==> src/rtl/mul_unit_if.sv <==
// Handshake and result bundle between the multicycle control/datapath and mul_unit.
// master drives requests and operands; slave (mul_unit) returns status and product words.
interface mul_unit_if #(
  parameter int unsigned WIDTH = 32
);
  logic             start;
  logic [2:0]       ALUControl;
  logic [WIDTH-1:0] SrcA;
  logic [WIDTH-1:0] SrcB;
  logic             busy;
  logic             done;
  logic [WIDTH-1:0] ResultLo;
  logic [WIDTH-1:0] ResultHi;
  logic             long;

  modport master (
    output start, ALUControl, SrcA, SrcB,
    input  busy, done, ResultLo, ResultHi, long
  );

  modport slave (
    input  start, ALUControl, SrcA, SrcB,
    output busy, done, ResultLo, ResultHi, long
  );
endinterface

==> src/rtl/mul_unit.sv <==
// Iterative shift-add multiplier for MUL/UMULL/SMULL with a one-cycle done pulse.
// Optional MUL_EARLY_EXIT_EN: leave CALC once the remaining multiplier is zero.
module mul_unit #(
  parameter int unsigned WIDTH = 32
) (
  input logic       clk,
  input logic       reset,
  mul_unit_if.slave bus
);
  localparam int unsigned    CW   = $clog2(WIDTH + 1);
  localparam logic [CW-1:0]  LAST = CW'(WIDTH - 1);

  typedef enum logic [1:0] {IDLE, CALC, SIGN, DONE} state_t;

  state_t             state, state_nxt;
  logic [2*WIDTH-1:0] acc, mcand, acc_fin;
  logic [WIDTH-1:0]   mplier, a_mag, b_mag, res_lo, res_hi;
  logic [CW-1:0]      count;
  logic               neg, long_q, is_mul, is_smull, accept, calc_last;

  // 101, 110, 111 are the only multiply encodings
  assign is_mul   = bus.ALUControl[2] & (bus.ALUControl[1] | bus.ALUControl[0]);
  assign is_smull = (bus.ALUControl == 3'b111);
  assign accept   = (state == IDLE) && bus.start && is_mul;

  // SMULL runs unsigned on magnitudes; 0x80000000 stays 0x80000000 as an unsigned magnitude
  assign a_mag = (is_smull && bus.SrcA[WIDTH-1]) ? -bus.SrcA : bus.SrcA;
  assign b_mag = (is_smull && bus.SrcB[WIDTH-1]) ? -bus.SrcB : bus.SrcB;

`ifdef MUL_EARLY_EXIT_EN
  assign calc_last = (count == LAST) || (mplier[WIDTH-1:1] == '0);
`else
  assign calc_last = (count == LAST);
`endif

  assign acc_fin = neg ? -acc : acc;

  always_ff @(posedge clk or posedge reset) begin
    if (reset) state <= IDLE;
    else       state <= state_nxt;
  end

  always_comb begin
    state_nxt = state;
    case (state)
      IDLE:    if (accept) state_nxt = CALC;
      CALC:    if (calc_last) state_nxt = SIGN;
      SIGN:    state_nxt = DONE;
      DONE:    state_nxt = IDLE;
      default: state_nxt = IDLE;
    endcase
  end

  always_ff @(posedge clk or posedge reset) begin
    if (reset) begin
      acc    <= '0;
      mcand  <= '0;
      mplier <= '0;
      count  <= '0;
      neg    <= 1'b0;
      long_q <= 1'b0;
      res_lo <= '0;
      res_hi <= '0;
    end else if (accept) begin
      long_q <= (bus.ALUControl != 3'b101);
      neg    <= is_smull & (bus.SrcA[WIDTH-1] ^ bus.SrcB[WIDTH-1]);
      mcand  <= {{WIDTH{1'b0}}, a_mag};
      mplier <= b_mag;
      acc    <= '0;
      count  <= '0;
    end else if (state == CALC) begin
      if (mplier[0]) acc <= acc + mcand;
      mcand  <= mcand << 1;
      mplier <= mplier >> 1;
      count  <= count + CW'(1);
    end else if (state == SIGN) begin
      res_lo <= acc_fin[WIDTH-1:0];
      res_hi <= long_q ? acc_fin[2*WIDTH-1:WIDTH] : '0;
    end
  end

  assign bus.busy     = (state != IDLE);
  assign bus.done     = (state == DONE);
  assign bus.ResultLo = res_lo;
  assign bus.ResultHi = res_hi;
  assign bus.long     = long_q;
endmodule
==> src/flat_wrapper.sv <==
// flat-port wrapper written by rule: the top's interface ports become plain ports
module mul_unit_flat 
#(
  parameter int unsigned WIDTH = 32
)
  (clk, reset, bus_start, bus_ALUControl, bus_SrcA, bus_SrcB, bus_busy, bus_done, bus_ResultLo, bus_ResultHi, bus_long);
  mul_unit_if #(.WIDTH(WIDTH)) bus_i ();
  input logic clk;
  input logic reset;
  input wire logic [$bits(bus_i.start)-1:0] bus_start;
  input wire logic [$bits(bus_i.ALUControl)-1:0] bus_ALUControl;
  input wire logic [$bits(bus_i.SrcA)-1:0] bus_SrcA;
  input wire logic [$bits(bus_i.SrcB)-1:0] bus_SrcB;
  output wire logic [$bits(bus_i.busy)-1:0] bus_busy;
  output wire logic [$bits(bus_i.done)-1:0] bus_done;
  output wire logic [$bits(bus_i.ResultLo)-1:0] bus_ResultLo;
  output wire logic [$bits(bus_i.ResultHi)-1:0] bus_ResultHi;
  output wire logic [$bits(bus_i.long)-1:0] bus_long;
  assign bus_i.start = bus_start;
  assign bus_i.ALUControl = bus_ALUControl;
  assign bus_i.SrcA = bus_SrcA;
  assign bus_i.SrcB = bus_SrcB;
  assign bus_busy = bus_i.busy;
  assign bus_done = bus_i.done;
  assign bus_ResultLo = bus_i.ResultLo;
  assign bus_ResultHi = bus_i.ResultHi;
  assign bus_long = bus_i.long;
  mul_unit #(.WIDTH(WIDTH)) u_core (.clk(clk), .reset(reset), .bus(bus_i));
endmodule
==> config.mk <==
export PLATFORM = sky130hd
export DESIGN_NAME = mul_unit_flat
export DESIGN_NICKNAME = d
export VERILOG_FILES = /design/src/rtl/mul_unit_if.sv /design/src/rtl/mul_unit.sv /design/src/flat_wrapper.sv
export SDC_FILE = /design/constraint.sdc
export NUM_CORES = 1
export LEC_CHECK = 0
export CORE_MARGIN = 10
export CORE_UTILIZATION = 35
export DETAILED_ROUTE_END_ITERATION = 8
export PLACE_DENSITY = 0.59
export SETUP_SLACK_MARGIN = 0.3
export SLEW_MARGIN = 5
export SYNTH_ARGS = -nofsm -noshare
export SYNTH_HDL_FRONTEND = slang
export SYNTH_SLANG_ARGS = --single-unit
==> constraint.sdc <==
create_clock -name clk -period 15.95 [get_ports clk]
set_clock_uncertainty 0.2 [all_clocks]
set_input_delay 4.785 -clock clk [delete_from_list [all_inputs] [get_ports clk]]
set_output_delay 4.785 -clock clk [all_outputs]
set_load 0.05 [all_outputs]
Word-level counts from Yosys, hierarchy flattened. Index checks and enable logic that the tools add are counted.

Order comparisons: 0. Add/sub/neg operators: 5. Bitwise operators: 6. Div/mod/pow operators: 0. Shift-type cells: 0. Mux-type cells: 16. Equal/unequal tests: 8. $mul: 0. Reduce and logical (&&, ||, !) cells: 11.

Operator list (count): $mux W64 (6); $mux W32 (5); $add A64 B64 Y64 (1); $neg A32 Y32 (2); $neg A64 Y64 (1); $mux W6 (2); $pmux W2 S4 (1); $add A6 B1 Y6 const B (1); $eq A6 B5 Y1 const B (1); $reduce_bool A2 Y1 (3); $eq A2 B2 Y1 const B (2); $logic_and A1 B1 Y1 (4); $mux W2 (2); $ne A2 B1 Y1 const B (2); $reduce_and A2 Y1 (2); $eq A3 B3 Y1 const B (1); $ne A3 B3 Y1 const B (1); $reduce_and A3 Y1 (1); $and A1 B1 Y1 (2); $eq A2 B1 Y1 const B (1); $logic_not A2 Y1 (1); $not A1 Y1 (2); $or A1 B1 Y1 (1); $xor A1 B1 Y1 (1).

RAM bits: 0. Bits in latches: 0. ROM bits: 0. Logic and storage cells: 55. Register bits after elaboration: 234. Output and inout port bits: 67. Memories: 0. Input port bits: 70.

Longest topological paths before layout.
Depth after elaboration: 5. Depth in mapped cells: 12.

Least setup slack after synthesis. No wires, ideal clock.

Kind: input to register. From: input port bus_SrcB[8]. To: register u_core.mplier[25]. Cell stages on the path: 9. Path slack: 8500 ps. Arrival time: 7167 ps. Cell sequence: or4_1 > or4_1 > or3_1 > nand2b_1 > or2_2 > o41ai_1 > xnor2_1 > nand2_1 > o21ai_0.

Longest elaborated chain between the ends: 3.

RTL lines: from (decl) (line flat_wrapper.sv:13) `input wire logic [$bits(bus_i.SrcB)-1:0] bus_SrcB;`; $neg A32 Y32 (line mul_unit.sv:28) `assign b_mag = (is_smull && bus.SrcB[WIDTH-1]) ? -bus.SrcB : bus.SrcB;`; $mux W32 (line mul_unit.sv:28); $mux W32 (line mul_unit.sv:64) `end else if (accept) begin`; to (signal assigned) (line mul_unit.sv:68) `mplier <= b_mag;`; to (signal assigned) (line mul_unit.sv:74) `mplier <= mplier >> 1;`; to (decl) (line mul_unit.sv:17) `logic [WIDTH-1:0] mplier, a_mag, b_mag, res_lo, res_hi;`.

No other way between the ends. A chain may end at the register's enable or synchronous reset.

Worst setup path in the final report.
From: input port bus_SrcB[8]. To: register u_core.mplier[27].

The elaborated chain is that of the path after synthesis.

==> flow_summary.json <==
{
  "routed_wirelength_mm": 44.7,
  "syn_to_final_growth_pct": 18.4,
  "required_ns": 16.15,
  "coreArea_sq_um": 44300,
  "grtUsageTotal_pct": 16.2,
  "path_clk_slew_ns": 0.06,
  "crit_type": "in2reg",
  "yosys.area.top_type": "dfrtp_1",
  "power.density_nw_per_um2": 207,
  "yosys.area_share.adder_pct": 5.87,
  "cts_buffers": 28,
  "rsz0062_at_grt": "no",
  "ios": 137,
  "worstSetupEndpointType": "flip-flop",
  "insertion_delay_ns": 0.56,
  "drc": 0,
  "cap_violations": 0,
  "cts_setup_buffers": 0,
  "port_buffers": 136,
  "postCtsResizedCells": 0,
  "row_count": 77,
  "fin_crit_sh_pct": 47.7,
  "start_kind": "primary input",
  "wl_per_cell_um": 17.6,
  "htreeDepth": 1,
  "setup_viol": 0,
  "timing.fmax_ghz": 0.131,
  "clockRootBuffer": "clkbuf_16",
  "avgSynthCellArea_sq_um": 8.53,
  "synth-compound-area-share_pct": 20.0,
  "final_util_pct": 42.0,
  "hold_ws_ns": 0.267,
  "crit_fanout": 4,
  "synth_fp_nets": 1984,
  "ys.flop_type": "dfrtp_1",
  "layout_min_cycle_time_ns": 7.61,
  "netlist_area_sq_um": 15700,
  "start_util_pct": 35.4,
  "yosysTopAreaCellShare_pct": 37.3,
  "ys_top_cells_by_area": "dfrtp_1 (37%), nand2_1 (7.4%), o21ai_0 (6.8%)",
  "async_reset_ff_share_pct": 100,
  "die_h_um": 232,
  "die_area_sq_um": 53700,
  "hold_viol": 0,
  "synth-seq-cells": 234,
  "finalMaxSlewViolations": 0,
  "synth_cell_types": 64,
  "grt_overflow": 0,
  "place_hpwl_mm": 32.8,
  "synth_warnings": 0,
  "totalPowerFinal_w": 0.00385,
  "grt_max_degree": 136,
  "synth_top_family_by_area": "compound AO/OA/AOI/OAI gates",
  "ant_nets": 0,
  "grt_pass1_wl_mm": 72.1,
  "cts.path.max_buffers": 3,
  "cts_tree": "yes",
  "seq_area_frac_synth_pct": 37.3,
  "cts_hold_buf": 0,
  "status": "finished, final reports clean",
  "p_leak_nw": 7.81,
  "synth_edf_count": 0,
  "nets": 2066,
  "viasPerCell": 5.36,
  "grt_antenna_before_repair": 0,
  "first_global_vias": 13200,
  "critPathArrivalTime_ns": 7.81,
  "synthMuxAreaShare_pct": 6.26,
  "syn_inst": 1841,
  "synth_xor_area_share_pct": 9.71,
  "peakVddDrop_v": 0.0000856,
  "worstMarginPinSlew_ns": 1.09,
  "layout-drive-gt1-share_pct": 4.22,
  "diodes": 0,
  "firstDrtPassIters": 5,
  "place_congestion": 0.900,
  "relSlewSlack_pct": 27.1,
  "dr.first_iter.drc_count": 991,
  "vias": 13600,
  "fp.dieW_um": 232,
  "hp-class": "reg2reg",
  "cts_num_sinks": 234,
  "setup_tns_ns": 0,
  "yosys.area_share.simple_pct": 17.7
}
[area by class of cell]
type | instances | area [sq um]
Timing Repair Buffer | 148 | 1450
Inverter | 36 | 143
Clock buffer | 34 | 783
Sequential cell | 234 | 5860
Fill cell | 4493 | 25700
Multi-Input combinational cell | 1475 | 9370
Clock inverter | 18 | 249
Tap cell | 592 | 741
[placed cells by master (no fill, tap or decap), types with 71 or more instances in the layout]
cell type / synthesis / routed
xnor2_1: 85 / 85
clkdlybuf4s50_1: 0 / 136
ha_1: 72 / 71
mux2i_1: 96 / 96
dfrtp_1: 234 / 233
o21ai_0: 213 / 212
a21oi_1: 132 / 132
nor2_1: 84 / 84
xor2_1: 89 / 89
nand2_1: 309 / 308
[stage by stage]
stage / worst slack (ns) / area [sq um] / instances
6_report: 8.34 / 18600 / 2537
5_1_grt: 8.15 / 18600 / 2537
4_1_cts: 8.37 / 18600 / 2537
3_5_place_dp: 7.77 / 17600 / 2485
3_3_place_gp: 7.82 / 17600 / 2485
2_1_floorplan: 4.55 / 15700 / 1841
[synthesized netlist by cell type (16+ instances only)]
| cell type | instances |
|---|---|
| or4_1 | 16 |
| o31ai_1 | 33 |
| and3_1 | 16 |
| nand4_1 | 20 |
| clkbuf_1 | 86 |
| dfrtp_1 | 234 |
| ha_1 | 72 |
| o21ai_0 | 213 |
| nand2b_1 | 18 |
| nor2_1 | 84 |
| a21o_1 | 28 |
| o41ai_1 | 20 |
| nor3_1 | 26 |
| nand3_1 | 41 |
| a21oi_1 | 132 |
| mux2i_1 | 96 |
| inv_1 | 36 |
| or3_1 | 17 |
| xnor2_1 | 85 |
| nand2_1 | 309 |
| xor2_1 | 89 |
| a31oi_1 | 20 |
[state kept, by name (all words and copies together) (netlist names)]
register and cells:
u_core.state 2, u_core.bus.ResultLo 32, u_core.neg 1, u_core.count 6, u_core.bus.long 1, u_core.mcand 64
u_core.mplier 32, u_core.acc 64, u_core.bus.ResultHi 32
[critical path, stage by stage]
cell	delay [ns]
clkdlybuf4s50_1	0.45
or4_1	0.60
or4_1	0.47
or3_1	0.37
nand2b_1	0.19
or2_2	0.34
nor2_1	0.20
a21oi_1	0.11
xor2_1	0.15
nand2_1	0.07
o21ai_0	0.09
[report_power, final]
group	total [W]	internal (W)	switching [W]
combinational	0.00202	0.000774	0.00124
clock	0.000702	0.000433	0.000269
sequential	0.00114	0.000849	0.000287
[metal layers]
metal,GRT usage (%),wire length [um],up-vias
li1,-,-,6758
met1,23.2,22100,6476
met2,24.9,19500,311
met3,2.87,2390,49
met4,3.76,758,0
met5,0,0,-
[path summary, 6_finish.rpt]
path                       slack, ns  cells after the start                       to                     from
min in group asynchronous       4.58                      2         u_core.mcand[22]                    reset
hold reg to reg                 0.27                      2  u_core.bus.ResultHi[27]  u_core.bus.ResultHi[27]
hold / removal                  0.27                      2  u_core.bus.ResultHi[27]  u_core.bus.ResultHi[27]
setup / recovery                8.34                     11        u_core.mplier[27]              bus_SrcB[8]
max in group asynchronous       9.46                      3         u_core.mcand[29]                    reset
setup reg to reg               11.47                     12           u_core.acc[58]          u_core.mcand[0]
[logic make-up after synthesis]
| logic type | Yosys count |
|---|---|
| adders and majority gates | 73 |
| xor gates and xnor gates | 174 |
| AOI/OAI and AO/OA | 531 |
| muxes | 98 |
| and+or+nand+nor | 599 |
| buffers and inverters | 132 |
| DFF | 234 |
Note: power is estimated with default switching activity, not from simulation.
